--- src/rtl/ydevice_pkg.sv ---
// ydevice_pkg: shared types and constants for the ydevice receive endpoint.
// FSM state encoding, counter width and a saturating increment helper.
package ydevice_pkg;

  // Width of the receive and error counters.
  localparam int CNT_W = 8;

  // Receive FSM states.
  typedef enum logic [1:0] {
    IDLE = 2'd0,
    ACK  = 2'd1,
    GAP  = 2'd2
  } state_e;

  // Increment that sticks at all-ones instead of wrapping.
  function automatic logic [CNT_W-1:0] sat_inc(input logic [CNT_W-1:0] v);
    return (v == '1) ? v : v + 1'b1;
  endfunction

endpackage

--- src/rtl/ydevice_fifo.sv ---
// ydevice_fifo: synchronous FIFO with show-ahead read and registered
// full/empty flags. 2^DEPTH entries; occupancy counter is DEPTH+1 bits.
// A read of an empty FIFO is ignored. A write is accepted when not full,
// or when full together with a read in the same cycle.
module ydevice_fifo #(
  parameter int DW    = 4,
  parameter int DEPTH = 2
) (
  input  logic          clk_i,
  input  logic          rst_i,
  input  logic          wr_en,
  input  logic [DW-1:0] wr_dat,
  input  logic          rd_en,
  output logic [DW-1:0] rd_dat,
  output logic          empty,
  output logic          full
);

  localparam int N = 1 << DEPTH;
  localparam logic [DEPTH:0] FULL_CNT = {1'b1, {DEPTH{1'b0}}};

  logic [DW-1:0]    mem_q [N];
  logic [DEPTH-1:0] wr_ptr_q, wr_ptr_d;
  logic [DEPTH-1:0] rd_ptr_q, rd_ptr_d;
  logic [DEPTH:0]   cnt_q, cnt_d;
  logic             empty_q, empty_d;
  logic             full_q, full_d;
  logic             do_wr, do_rd;

  // Qualify the requests and compute next pointers, occupancy and flags.
  always_comb begin
    do_rd    = rd_en && !empty_q;
    do_wr    = wr_en && (!full_q || do_rd);
    wr_ptr_d = wr_ptr_q;
    rd_ptr_d = rd_ptr_q;
    cnt_d    = cnt_q;
    if (do_wr) wr_ptr_d = wr_ptr_q + 1'b1;
    if (do_rd) rd_ptr_d = rd_ptr_q + 1'b1;
    case ({do_wr, do_rd})
      2'b10:   cnt_d = cnt_q + 1'b1;
      2'b01:   cnt_d = cnt_q - 1'b1;
      default: cnt_d = cnt_q;
    endcase
    empty_d = (cnt_d == '0);
    full_d  = (cnt_d == FULL_CNT);
  end

  // Pointer, occupancy and flag registers.
  always_ff @(posedge clk_i or posedge rst_i) begin
    if (rst_i) begin
      wr_ptr_q <= '0;
      rd_ptr_q <= '0;
      cnt_q    <= '0;
      empty_q  <= 1'b1;
      full_q   <= 1'b0;
    end else begin
      wr_ptr_q <= wr_ptr_d;
      rd_ptr_q <= rd_ptr_d;
      cnt_q    <= cnt_d;
      empty_q  <= empty_d;
      full_q   <= full_d;
    end
  end

  // Storage array; contents need no reset because empty gates the output.
  always_ff @(posedge clk_i) begin
    if (do_wr) mem_q[wr_ptr_q] <= wr_dat;
  end

  assign rd_dat = empty_q ? '0 : mem_q[rd_ptr_q];
  assign empty  = empty_q;
  assign full   = full_q;

endmodule

--- src/rtl/ydevice.sv ---
// ydevice: receive-side dummy endpoint for one switch Y port.
// Captures words with a registered one-cycle ack, buffers them in a small
// FIFO, counts them, and (with YDEVICE_SEQCHK_EN defined) checks that the
// data forms an incrementing sequence.
//
// Handshake: the switch holds dat_o with validrx=1 until it sees ackrx.
// A word is captured on the edge ending an IDLE cycle where validrx=1 and
// rd_full=0; ackrx is high for exactly the following cycle, during which the
// switch pops on the closing edge. Nothing is captured in ACK or GAP, so the
// word still on the bus during ACK is never taken twice.
module ydevice
  import ydevice_pkg::*;
#(
  parameter int DW      = 4,
  parameter int DEPTH   = 2,
  parameter int ACK_GAP = 0
) (
  input  logic             clk_i,
  input  logic             rst_i,
  input  logic [DW-1:0]    dat_o,
  input  logic             validrx,
  output logic             ackrx,
  input  logic             rd_en,
  output logic [DW-1:0]    rd_dat,
  output logic             rd_empty,
  output logic             rd_full,
  output logic [CNT_W-1:0] rx_count,
  output logic [CNT_W-1:0] err_count,
  output logic             err_flag,
  output logic [1:0]       dbg_state
);

  localparam logic [CNT_W-1:0] GAP_LOAD = (ACK_GAP > 0) ? CNT_W'(ACK_GAP - 1) : '0;

  state_e           state_q, state_d;
  logic [CNT_W-1:0] gap_q, gap_d;
  logic             ack_q, ack_d;
  logic [CNT_W-1:0] rx_count_q, rx_count_d;
  logic             capture;

  // Next-state, gap counter and capture decode for the receive FSM.
  always_comb begin
    state_d = state_q;
    gap_d   = gap_q;
    ack_d   = 1'b0;
    capture = 1'b0;
    case (state_q)
      IDLE: begin
        if (validrx && !rd_full) begin
          capture = 1'b1;
          ack_d   = 1'b1;
          state_d = ACK;
        end
      end
      ACK: begin
        if (ACK_GAP > 0) begin
          state_d = GAP;
          gap_d   = GAP_LOAD;
        end else begin
          state_d = IDLE;
        end
      end
      GAP: begin
        if (gap_q == '0) state_d = IDLE;
        else             gap_d   = gap_q - 1'b1;
      end
      default: state_d = IDLE;
    endcase
  end

  // Receive counter wraps naturally at 2^CNT_W.
  always_comb begin
    rx_count_d = rx_count_q;
    if (capture) rx_count_d = rx_count_q + 1'b1;
  end

  // FSM, ack and receive counter registers; reset clears ack asynchronously.
  always_ff @(posedge clk_i or posedge rst_i) begin
    if (rst_i) begin
      state_q    <= IDLE;
      gap_q      <= '0;
      ack_q      <= 1'b0;
      rx_count_q <= '0;
    end else begin
      state_q    <= state_d;
      gap_q      <= gap_d;
      ack_q      <= ack_d;
      rx_count_q <= rx_count_d;
    end
  end

  assign ackrx     = ack_q;
  assign rx_count  = rx_count_q;
  assign dbg_state = state_q;

  ydevice_fifo #(
    .DW    (DW),
    .DEPTH (DEPTH)
  ) u_fifo (
    .clk_i  (clk_i),
    .rst_i  (rst_i),
    .wr_en  (capture),
    .wr_dat (dat_o),
    .rd_en  (rd_en),
    .rd_dat (rd_dat),
    .empty  (rd_empty),
    .full   (rd_full)
  );

`ifdef YDEVICE_SEQCHK_EN
  logic             seeded_q, seeded_d;
  logic [DW-1:0]    seq_exp_q, seq_exp_d;
  logic [CNT_W-1:0] err_cnt_q, err_cnt_d;
  logic             err_flag_q, err_flag_d;

  // First capture only seeds; every capture reloads expected as word+1.
  always_comb begin
    seeded_d   = seeded_q;
    seq_exp_d  = seq_exp_q;
    err_cnt_d  = err_cnt_q;
    err_flag_d = err_flag_q;
    if (capture) begin
      seeded_d  = 1'b1;
      seq_exp_d = dat_o + 1'b1;
      if (seeded_q && (dat_o != seq_exp_q)) begin
        err_cnt_d  = sat_inc(err_cnt_q);
        err_flag_d = 1'b1;
      end
    end
  end

  // Sequence checker registers.
  always_ff @(posedge clk_i or posedge rst_i) begin
    if (rst_i) begin
      seeded_q   <= 1'b0;
      seq_exp_q  <= '0;
      err_cnt_q  <= '0;
      err_flag_q <= 1'b0;
    end else begin
      seeded_q   <= seeded_d;
      seq_exp_q  <= seq_exp_d;
      err_cnt_q  <= err_cnt_d;
      err_flag_q <= err_flag_d;
    end
  end

  assign err_count = err_cnt_q;
  assign err_flag  = err_flag_q;
`else
  assign err_count = '0;
  assign err_flag  = 1'b0;
`endif

endmodule

--- config.mk ---
export PLATFORM = sky130hd
export DESIGN_NAME = ydevice
export DESIGN_NICKNAME = d
export VERILOG_FILES = /design/src/rtl/ydevice_pkg.sv /design/src/rtl/ydevice_fifo.sv /design/src/rtl/ydevice.sv
export SDC_FILE = /design/constraint.sdc
export NUM_CORES = 1
export LEC_CHECK = 0
export BUFFER_PORTS_ARGS = -buffer_cell sky130_fd_sc_hd__buf_2
export CAP_MARGIN = 20
export CORE_MARGIN = 5
export CORE_UTILIZATION = 30
export DETAILED_ROUTE_END_ITERATION = 12
export GPL_TIMING_DRIVEN = 0
export PLACE_DENSITY = 0.49
export SYNTH_ARGS = -nofsm -noshare
export SYNTH_HDL_FRONTEND = slang
export SYNTH_SLANG_ARGS = --single-unit
--- constraint.sdc ---
create_clock -name clk_i -period 1.8 [get_ports clk_i]
set_input_delay 0.18 -clock clk_i [delete_from_list [all_inputs] [get_ports clk_i]]
set_output_delay 0.18 -clock clk_i [all_outputs]
set_load 0.03 [all_outputs]
=== Word-level counts from Yosys, hierarchy flattened ===
Memories as Yosys holds them, arrays and structs flattened.
Index checks and enable logic that the tools add are counted.

* Add/sub/neg operators: 6
* Multiply operators: 0
* Div/mod/pow operators: 0
* $lt $le $gt $ge: 0
* Equality and inequality tests: 6
* Shift operators: 0
* Mux-type cells: 9
* Bitwise operators: 1
* Reduce and logical (&&, ||, !) cells: 11

{| class="wikitable"
|+ Operators by type and width
! cell !! count
|-
| $add A8 B1 Y8 const B || 1
|-
| $logic_not A8 Y1 || 1
|-
| $sub A8 B1 Y8 const B || 1
|-
| $pmux W3 S2 || 1
|-
| $add A2 B1 Y2 const B || 2
|-
| $eq A2 B2 Y1 const B || 2
|-
| $mux W1 || 4
|-
| $mux W2 || 2
|-
| $mux W4 || 1
|-
| $ne A2 B2 Y1 const B || 2
|-
| $pmux W2 S2 || 1
|-
| $reduce_and A2 Y1 || 2
|-
| $add A3 B1 Y3 const B || 1
|-
| $eq A3 B3 Y1 const B || 1
|-
| $logic_and A1 B1 Y1 || 3
|-
| $logic_not A3 Y1 || 1
|-
| $sub A3 B1 Y3 const B || 1
|-
| $eq A2 B1 Y1 const B || 1
|-
| $logic_not A1 Y1 || 2
|-
| $logic_not A2 Y1 || 1
|-
| $logic_or A1 B1 Y1 || 1
|-
| $not A1 Y1 || 1
|}

* Register bits: 28
* Latch bits: 0
* Memory bits (writable): 16
* Memory bits (read-only): 0
* Input bits: 8
* Output and inout port bits: 26
* Memories kept: 1

{| class="wikitable"
|+ Memory list
! memory !! depth !! width !! rd ports !! clocked after Yosys merged registers in !! write ports !! RTL line !! text
|-
| u_fifo.mem_q || 4 || 4 || 1 || 0 || 1 || ydevice_fifo.sv:22 || <nowiki>logic [DW-1:0] mem_q [N];</nowiki>
|}

=== Logic depth before layout (Yosys ltp) ===
Gate-level depths: netlist (run 1).

* Word-level depth: 8
* Mapped depth: 8
* Depth with buffers taken out: 8

=== By module ===
A second synthesis (run 1) with hierarchy kept.

* Cells, all modules: 110
* Area, all modules: 1597.8 µm²

{| class="wikitable"
|+ By module, submodules not included
! module !! instances !! cells each !! area each (µm²)
|-
| ydevice_fifo || 1 || 69 || 1108.6
|-
| ydevice || 1 || 41 || 489.2
|}

=== Worst setup path after synthesis (run 1) ===
Ideal clock, no wire load.

* Path type: register to register
* Start point: reg u_fifo.empty_q, in the netlist u_fifo.empty
* End point: reg u_fifo.cnt_q[2]
* Setup time: 0.127 ns
* Data arrival time: 1.929 ns
* Setup slack: -0.257 ns
* Cell stages (with the launch flop): 8
* Buffers on the path: 0
* Cells stage by stage: dfstp_2 nor2b_1 ha_1 inv_1 fa_1 xor2_1 o21a_1 or2_2

* Word-level cells in the longest chain between the ends: 6
* Elaborated cells between the ends (all ways): 7
* Those cells by class: eq/ne: 2; mux: 1; reduce/logical: 4

{| class="wikitable"
|+ Ends and longest elaborated chain
! element !! RTL line !! text
|-
| start, declared || ydevice_fifo.sv:26 || <nowiki>logic empty_q, empty_d;</nowiki>
|-
| start signal, assigned || ydevice_fifo.sv:60 || <nowiki>empty_q <= empty_d;</nowiki>
|-
| $logic_not A1 Y1 (*) || ydevice_fifo.sv:32 || <nowiki>do_rd = rd_en && !empty_q;</nowiki>
|-
| $logic_and A1 B1 Y1 (*) || ydevice_fifo.sv:32 ||
|-
| net u_fifo.do_rd || ydevice_fifo.sv:28 || <nowiki>logic do_wr, do_rd;</nowiki>
|-
| $logic_or A1 B1 Y1 || ydevice_fifo.sv:33 || <nowiki>do_wr = wr_en && (!full_q || do_rd);</nowiki>
|-
| $logic_and A1 B1 Y1 || ydevice_fifo.sv:33 ||
|-
| $eq A2 B1 Y1 / $eq A2 B2 Y1 (equally long branches) || ydevice_fifo.sv:39 || <nowiki>case ({do_wr, do_rd})</nowiki>
|-
| $pmux W3 S2 (*) || ydevice_fifo.sv:39 ||
|-
| net u_fifo.cnt_d[2] || ydevice_fifo.sv:25 || <nowiki>logic [DEPTH:0] cnt_q, cnt_d;</nowiki>
|-
| end signal, assigned || ydevice_fifo.sv:59 || <nowiki>cnt_q <= cnt_d;</nowiki>
|-
| end, declared || ydevice_fifo.sv:25 ||
|}

Mark *: on every way through the listed nets, which the timed path passes. The rest lies on a longest branch.
A chain may end at the register's enable or synchronous reset.

=== Final worst setup path (run 1) ===
* Start point: reg u_fifo.empty_q, in the netlist u_fifo.empty
* End point: reg u_fifo.full_q, in the netlist u_fifo.full

* Word-level cells in the longest chain between the ends: 7
* Elaborated cells between the ends (all ways): 8
* Those cells by class: eq/ne: 3; mux: 1; reduce/logical: 4

{| class="wikitable"
|+ Ends and longest elaborated chain
! element !! RTL line !! text
|-
| $logic_not A1 Y1 (*) || ydevice_fifo.sv:32 ||
|-
| $logic_and A1 B1 Y1 (*) || ydevice_fifo.sv:32 ||
|-
| net u_fifo.do_rd || ydevice_fifo.sv:28 ||
|-
| $logic_or A1 B1 Y1 || ydevice_fifo.sv:33 ||
|-
| $logic_and A1 B1 Y1 || ydevice_fifo.sv:33 ||
|-
| $eq A2 B1 Y1 / $eq A2 B2 Y1 (equally long branches) || ydevice_fifo.sv:39 ||
|-
| $pmux W3 S2 (*) || ydevice_fifo.sv:39 ||
|-
| $eq A3 B3 Y1 (*) || ydevice_fifo.sv:45 || <nowiki>full_d = (cnt_d == FULL_CNT);</nowiki>
|-
| net u_fifo.full_d || ydevice_fifo.sv:27 || <nowiki>logic full_q, full_d;</nowiki>
|-
| end signal, assigned || ydevice_fifo.sv:61 || <nowiki>full_q <= full_d;</nowiki>
|-
| end, declared || ydevice_fifo.sv:27 ||
|}

Marks and branches as above.

==> flow_metrics.py, run 1 <==
metrics = {
    "setup_path": {
        "timing_worst_setup_path_type": "reg2reg",
        "timing.critical_path.arrival_ps": 2010,
        "cp-start-kind": "register",
        "critical_path.top_delay_family": "flip-flops",
        "timing.critical_path.to_type": "register",
        "dominant_cell_type_by_count_on_the_critical_path": "sky130_fd_sc_hd__nor2b_4",
        "worstPathRequired_ps": 1970,
        "critical-path-slowest-cell": "sky130_fd_sc_hd__dfstp_2",
        "cell_chain_of_the_critical_path": "nor2b_4, ha_4, inv_2, fa_2, nor2b_4, a21oi_2, o21ba_4",
        "critPathBufInv": 1,
        "timing.critical_path.slowest_cell_delay_ps": 570,
        "crit_fanout": 2,
    },
    "synth": {
        "synth_edf_count": 16,
        "synth_seq_cells": 35,
        "ys_dominant_reg_cell": "sky130_fd_sc_hd__dfrtp_1",
        "syn-mean-instance-area_um2": 14.14,
        "yosysTopAreaCellShare_pct": 30.62,
        "synthArstFlopShare_pct": 54.29,
        "ys_seq_area_share_pct": 61.00,
        "synth.area.top_cells": "sky130_fd_sc_hd__edfxtp_1 (31%), sky130_fd_sc_hd__dfrtp_1 (29%), sky130_fd_sc_hd__mux4_2 (5.7%), sky130_fd_sc_hd__xnor2_1 (5.0%), sky130_fd_sc_hd__buf_4 (4.8%)",
        "yosysWarnings": 0,
        "post_synth_instance_area_um2": 1569,
        "ys_types": 26,
        "synth_cells": 111,
        "synth.largest_area_cell": "sky130_fd_sc_hd__edfxtp_1",
    },
    "clocking": {
        "worst_skew_pair.late_latency_ps": 290,
        "clk_pin_slew_worst_paths_ps": 70,
        "h_tree_level_count": 2,
        "cts_made_buffers": 5,
        "tritoncts_num_sinks": 35,
        "cts.path.max_buffers": 2,
        "cts_tree": "built",
        "postCtsHoldBufs": 0,
        "root_buffer": "sky130_fd_sc_hd__clkbuf_8",
    },
    "place": {
        "place.port_buffers": 23,
        "placed_cell_area_um2": 1844,
        "placed_wire_length_estimate_after_detailed_placement_um": 1998,
        "last_weighted_congestion_value_of_the_routability_driven_placer": 0.7127,
    },
    "detailed_routing": {
        "drtIter0Drc": 42,
        "final_antenna_net_count": 0,
        "post-route-drc-count": 0,
        "wl_per_cell_um": 12.30,
        "detail_route.first_pass.iterations": 2,
        "postRouteWirelength_um": 2829,
        "route.vias.total": 937,
        "avgViaCountPerCell": 4.074,
    },
    "layout": {
        "commonest_non_fill_non_tap_cell_in_the_layout": "sky130_fd_sc_hd__buf_4",
        "filler_cell_count": 495,
        "layout-area-overhead-vs-synth_pct": 32.14,
        "postLayoutCellArea_um2": 2073,
        "post-route-util_pct": 40.59,
        "final_cell_mix": "sky130_fd_sc_hd__buf_4 (20), sky130_fd_sc_hd__buf_2 (19), sky130_fd_sc_hd__dfrtp_1 (16), sky130_fd_sc_hd__edfxtp_1 (16), sky130_fd_sc_hd__conb_1 (10)",
        "diodes": 0,
        "nNetsFinal": 174,
        "drive_above_1_share_pct": 47.50,
    },
    "sta": {
        "timing.final.ws_setup_ps": -36.27,
        "rsz_0062_raised_after_global_routing": "true",
        "peak_clock_frequency_supported_by_timing_mhz": 544.6,
        "slew_headroom_pct": 49.30,
        "tightest_slew_ps": 759.6,
        "timing.setup.tns_ps": -69.35,
        "timing.final.max_slew_violations": 0,
        "report.final.setup_viol": 2,
        "timing.final.hold_violations": 0,
        "final.setup_skew_ps": 4.407,
        "min_period_over_period_pct": 102.0,
        "final.min_clock_period_ps": 1836,
    },
    "grt": {
        "grt_pass1_vias": 968,
        "grt_remaining_overflow": 0,
        "antenna_found_initial": 0,
        "largest_net_degree_at_the_start_of_global_routing": 20,
        "track_usage_pct": 9.179,
        "grt_pass1_wl_um": 4478,
    },
    "floorplan": {
        "die_width_um": 82.32,
        "fp.dieArea_um2": 6777,
        "die-height_um": 82.32,
        "ios": 34,
        "initial_utilization_pct": 30.72,
        "floorplan.core_area_um2": 5107,
        "placement_rows": 26,
    },
    "pwr": {
        "vdd_ir_drop_max_v": 0.0008216,
        "cellLeakagePower_nw": 0.9284,
        "p_per_area_nw_per_um2": 1735,
    },
    "status": {
        "run_status": "finished, violations left",
        "violations": "negative setup slack",
    },
    "min_path": {
        "min-delay-path-class": "in2async",
    },
    "job": {
        "drv.max_cap_violation_count": 0,
    },
}
[worst register-to-register path, delay by kind of cell (launching register included)]
| family | cells | cell delay (ps) |
|---|---|---|
| buffers and inverters | 1 | 50 |
| AND/OR/NAND/NOR | 2 | 200 |
| adder cells (fa/ha/maj) | 2 | 580 |
| AO/OA/AOI/OAI | 2 | 340 |
| flip-flops | 1 | 570 |
[per-stage QoR]
stage / power, W / hold slack (ps) / cells / setup WS (ps)
after floorplan: 0.002421 / 130.3 / 120 / -72.09
after CTS: 0.003451 / 25.48 / 227 / -26.16
after detailed placement: 0.002783 / 339.4 / 213 / -111.9
final: 0.003597 / 17.49 / 230 / -36.27
after global routing: 0.003854 / 59.75 / 230 / -94.17
after global placement: 0.002728 / 320.8 / 213 / -84.22
[layout make-up]
class,instances,area [µm²],share of cell area [%]
Buffer,12,97.59,4.707
Clock buffer,5,68.82,3.319
Clock inverter,3,20.02,0.9656
Inverter,8,30.03,1.448
Multi-Input combinational cell,65,605.6,29.21
Sequential cell,35,959.7,46.29
Tap cell,70,87.58,4.224
Timing Repair Buffer,32,203.9,9.837
[cell families (layout without fill, tap and decap cells)]
kind of cell / Yosys count / after routing / share of synthesized area (%)
AOI/OAI and AO/OA: 5 / 5 / 2.073
DFF: 35 / 35 / 61.00
xor gates and xnor gates: 12 / 12 / 6.699
buffers and inverters: 20 / 60 / 8.134
other: 1 / 10 / 0.2390
and+or+nand+nor: 26 / 26 / 9.330
adders and majority gates: 7 / 7 / 6.061
muxes: 5 / 5 / 6.460
[power breakdown]
group | internal (W) | total [W] | switching, W
Combinational | 0.000839 | 0.00176 | 0.000922
Sequential | 0.00110 | 0.00128 | 0.000184
Clock | 0.000269 | 0.000553 | 0.000284
[worst paths after layout]
| check | start | endpoint | slack, ps | depth (start not counted) |
|---|---|---|---|---|
| worst min register to register | rx_count[7] | rx_count[7] | 470 | 1 |
| min in group clk_i | dat_o[1] | u_fifo.mem_q[0][1] | 100 | 1 |
| worst max register to register | u_fifo.empty | u_fifo.full | -40 | 7 |
| max in group asynchronous | rst_i | u_fifo.full | 1250 | 2 |
| worst max-delay path | u_fifo.empty | u_fifo.full | -40 | 7 |
| worst min-delay path | rst_i | u_fifo.wr_ptr_q[0] | 20 | 2 |
[per-layer routing]
metal  vias up  GRT usage [%]  wire length (µm)
met5         -              0                 0
met4         0          5.482                61
met3         9          3.471               133
met2        22          15.30              1513
met1       459          9.828              1120
li1        447              -                 -
[sequential cells by signal, indices dropped and copies added, names as in the netlist]
register	count
u_fifo.wr_ptr_q	2
dbg_state	1
u_fifo.rd_ptr_q	2
u_fifo.cnt_q	3
u_fifo.mem_q	16
u_fifo.full	1
rx_count	8
ackrx	1
u_fifo.empty	1
[cells in the mapped netlist, drive strengths merged (2+ instances only)]
cell and number:
xnor2 9, ha 6, nand4 4, and3 2
nand2 5, buf 12, a21oi 2, edfxtp 16
mux4 4, and2 4, nor2b 6, inv 8
dfrtp 18, nor3 2, xor2 3
[what timing repair did]
item	in CTS	in global routing
setup endpoints to repair	2	7
pin swaps	4	3
resized for setup	3	20
setup buffers	6	3
cloned	0	0
Note: power is estimated with default switching activity, not from simulation.
==> run 2: changes to the inputs <==
==> constraint.sdc (replaced) <==
create_clock -name clk_i -period 1.6 [get_ports clk_i]
set_input_delay 0.16 -clock clk_i [delete_from_list [all_inputs] [get_ports clk_i]]
set_output_delay 0.16 -clock clk_i [all_outputs]
set_load 0.03 [all_outputs]
==> run 2 against run 1 <==
Against the previous run: the flow finishes with violations (negative hold slack, negative setup slack); count of clock-buffer cells in the layout unchanged; register-to-register slack worse by 140 ps; sequential power increased by 12%; power increased by 13%; critical path depth up 1; critical path type unchanged; critical endpoint unchanged.
==> flow_metrics.py, run 2 (synthesis gave the netlist of run 1 again) <==
metrics = {
    "pwr": {
        "p_per_area_nw_per_um2": 1991,
        "design_power_total_w": 0.004078,
        "cellLeakagePower_nw": 0.9145,
        "vdd_ir_drop_max_v": 0.0008904,
    },
    "grt": {
        "grt_pass1_vias": 971,
        "track_usage_pct": 8.934,
        "grt_pass1_wl_um": 4353,
        "grt_remaining_overflow": 0,
        "largest_net_degree_at_the_start_of_global_routing": 20,
        "antenna_found_initial": 0,
    },
    "setup_path": {
        "r2r-end": "u_fifo.full",
        "timing.reg2reg.setup_slack_ps": -180,
        "critPathBufInv": 1,
        "worst_r2r_startpoint": "dbg_state[0]",
        "cell_depth_of_the_worst_flop_to_flop_path": 8,
        "crit_cells": 8,
        "cell_chain_of_the_critical_path": "nor2_2, nand2_2, ha_4, inv_2, fa_2, nor2b_4, a21oi_2, o21ba_2",
        "timing_worst_setup_path_type": "reg2reg",
        "critical_path.top_delay_family": "adder cells",
        "timing.critical_path.arrival_ps": 1960,
        "critical-path-slowest-cell": "sky130_fd_sc_hd__fa_2",
        "crit_fanout": 2,
        "timing.critical_path.to_type": "register",
        "cp-start-kind": "register",
        "crit_end": "u_fifo.full",
        "worst_setup_path_startpoint": "dbg_state[0]",
        "timing.critical_path.slowest_cell_delay_ps": 420,
        "worstPathRequired_ps": 1780,
    },
    "sta": {
        "final.min_clock_period_ps": 1780,
        "timing.setup.tns_ps": -746.5,
        "tightest_slew_ps": 712.1,
        "peak_clock_frequency_supported_by_timing_mhz": 561.6,
        "final.setup_skew_ps": 7.476,
        "timing.final.hold_violations": 18,
        "report.final.setup_viol": 7,
        "slew_headroom_pct": 52.47,
        "hold_ws_ps": -21.97,
        "timing.final.ws_setup_ps": -180.5,
        "timing.final.max_slew_violations": 0,
        "rsz_0062_raised_after_global_routing": "true",
        "min_period_over_period_pct": 111.3,
    },
    "floorplan": {
        "fp.dieArea_um2": 6777,
        "floorplan.core_area_um2": 5107,
        "die-height_um": 82.32,
        "die_width_um": 82.32,
        "ios": 34,
        "initial_utilization_pct": 30.72,
        "placement_rows": 26,
    },
    "clocking": {
        "root_buffer": "sky130_fd_sc_hd__clkbuf_8",
        "h_tree_level_count": 2,
        "cts_made_buffers": 5,
        "tritoncts_num_sinks": 35,
        "cts.path.max_buffers": 2,
        "worst_skew_pair.late_latency_ps": 290,
        "clk_pin_slew_worst_paths_ps": 70,
        "cts_tree": "built",
    },
    "detailed_routing": {
        "post-route-drc-count": 0,
        "route.vias.total": 909,
        "drtIter0Drc": 38,
        "detail_route.first_pass.iterations": 4,
        "avgViaCountPerCell": 4.022,
        "postRouteWirelength_um": 2725,
        "wl_per_cell_um": 12.06,
        "final_antenna_net_count": 0,
    },
    "place": {
        "number_of_cells_in_the_design_after_placement": 213,
        "last_weighted_congestion_value_of_the_routability_driven_placer": 0.7181,
        "place.port_buffers": 23,
        "placed_wire_length_estimate_after_detailed_placement_um": 1972,
        "placed_cell_area_um2": 1844,
    },
    "layout": {
        "diodes": 0,
        "postLayoutCellArea_um2": 2048,
        "registers.top_by_ff_count": "u_fifo.mem_q",
        "nNetsFinal": 170,
        "final_cell_count_no_fill": 226,
        "final_cell_mix": "sky130_fd_sc_hd__buf_2 (19), sky130_fd_sc_hd__buf_4 (16), sky130_fd_sc_hd__dfrtp_1 (16), sky130_fd_sc_hd__edfxtp_1 (16), sky130_fd_sc_hd__conb_1 (10)",
        "layout-area-overhead-vs-synth_pct": 30.54,
        "flip_flop_count_of_the_largest_register_all_copies_and_words_added": 16,
        "commonest_non_fill_non_tap_cell_in_the_layout": "sky130_fd_sc_hd__buf_2",
        "post-route-util_pct": 40.10,
        "filler_cell_count": 501,
        "drive_above_1_share_pct": 46.79,
    },
    "status": {
        "violations": "negative hold slack, negative setup slack",
        "run_status": "finished, violations left",
    },
    "job": {
        "drv.max_cap_violation_count": 0,
    },
    "min_path": {
        "min-delay-path-class": "in2async",
    },
}
## run 2: changes by cell type in the layout (fill, tap and decap cells not counted), moves of 2 or more
| cell | change |
|---|---|
| sky130_fd_sc_hd__and2_1 | -4 |
| sky130_fd_sc_hd__and2_2 | +3 |
| sky130_fd_sc_hd__buf_4 | -4 |
| sky130_fd_sc_hd__nor3_1 | +2 |
| sky130_fd_sc_hd__nor3_2 | -2 |
## run 2: what timing repair did
action                                  4_1_cts  5_1_grt
hold buffers                                  0        0
endpoints found under the setup margin       24       12
cloned                                        0        0
buffers inserted                              4        1
resized for setup                            11        9
pin swaps                                     2        0
## run 2: cell type report
class                      count  area [µm²]  area share, %
timing repair buffer          28       173.9          8.491
clock inverter                 3       38.79          1.894
clock buffer                   5       68.82          3.360
sequential                    35       959.7          46.85
buffer                        12       97.59          4.765
tap                           70       87.58          4.276
multi-input combinational     65       588.1          28.71
inverter                       8       33.78          1.649
## run 2: power breakdown
group | internal, W | switching (W)
registers | 0.00124 | 0.000206
clock network | 0.000456 | 0.000305
logic | 0.000879 | 0.000996
## run 2: how the worst min path moves through the flow
stage,slack [ps],to,cells past startpoint
3_5_place_dp,320,u_fifo.wr_ptr_q[1],2
5_1_grt,40,rx_count[6],2
2_1_floorplan,110,ackrx,1
6_report,-20,rx_count[4],2
4_1_cts,9,rx_count[4],2
3_3_place_gp,300,u_fifo.wr_ptr_q[1],2
## run 2: per-layer routing
layer | GRT usage (%) | vias to the layer above | part of all wire, % | wire length, µm
met5 | 0 | - | 0 | 0
met4 | 4.983 | 0 | 2.1 | 58
met3 | 3.254 | 8 | 4.7 | 127
met2 | 15.22 | 16 | 54 | 1459
met1 | 9.511 | 441 | 40 | 1081
li1 | - | 444 | - | -
## run 2: stage by stage
step	hold slack (ps)	worst slack (ps)
after floorplan	110.3	-272.1
after global placement	300.7	-284.3
after global routing	42.55	-247.4
after CTS	9.430	-191.8
final	-21.97	-180.5
after detailed placement	322.7	-289.2
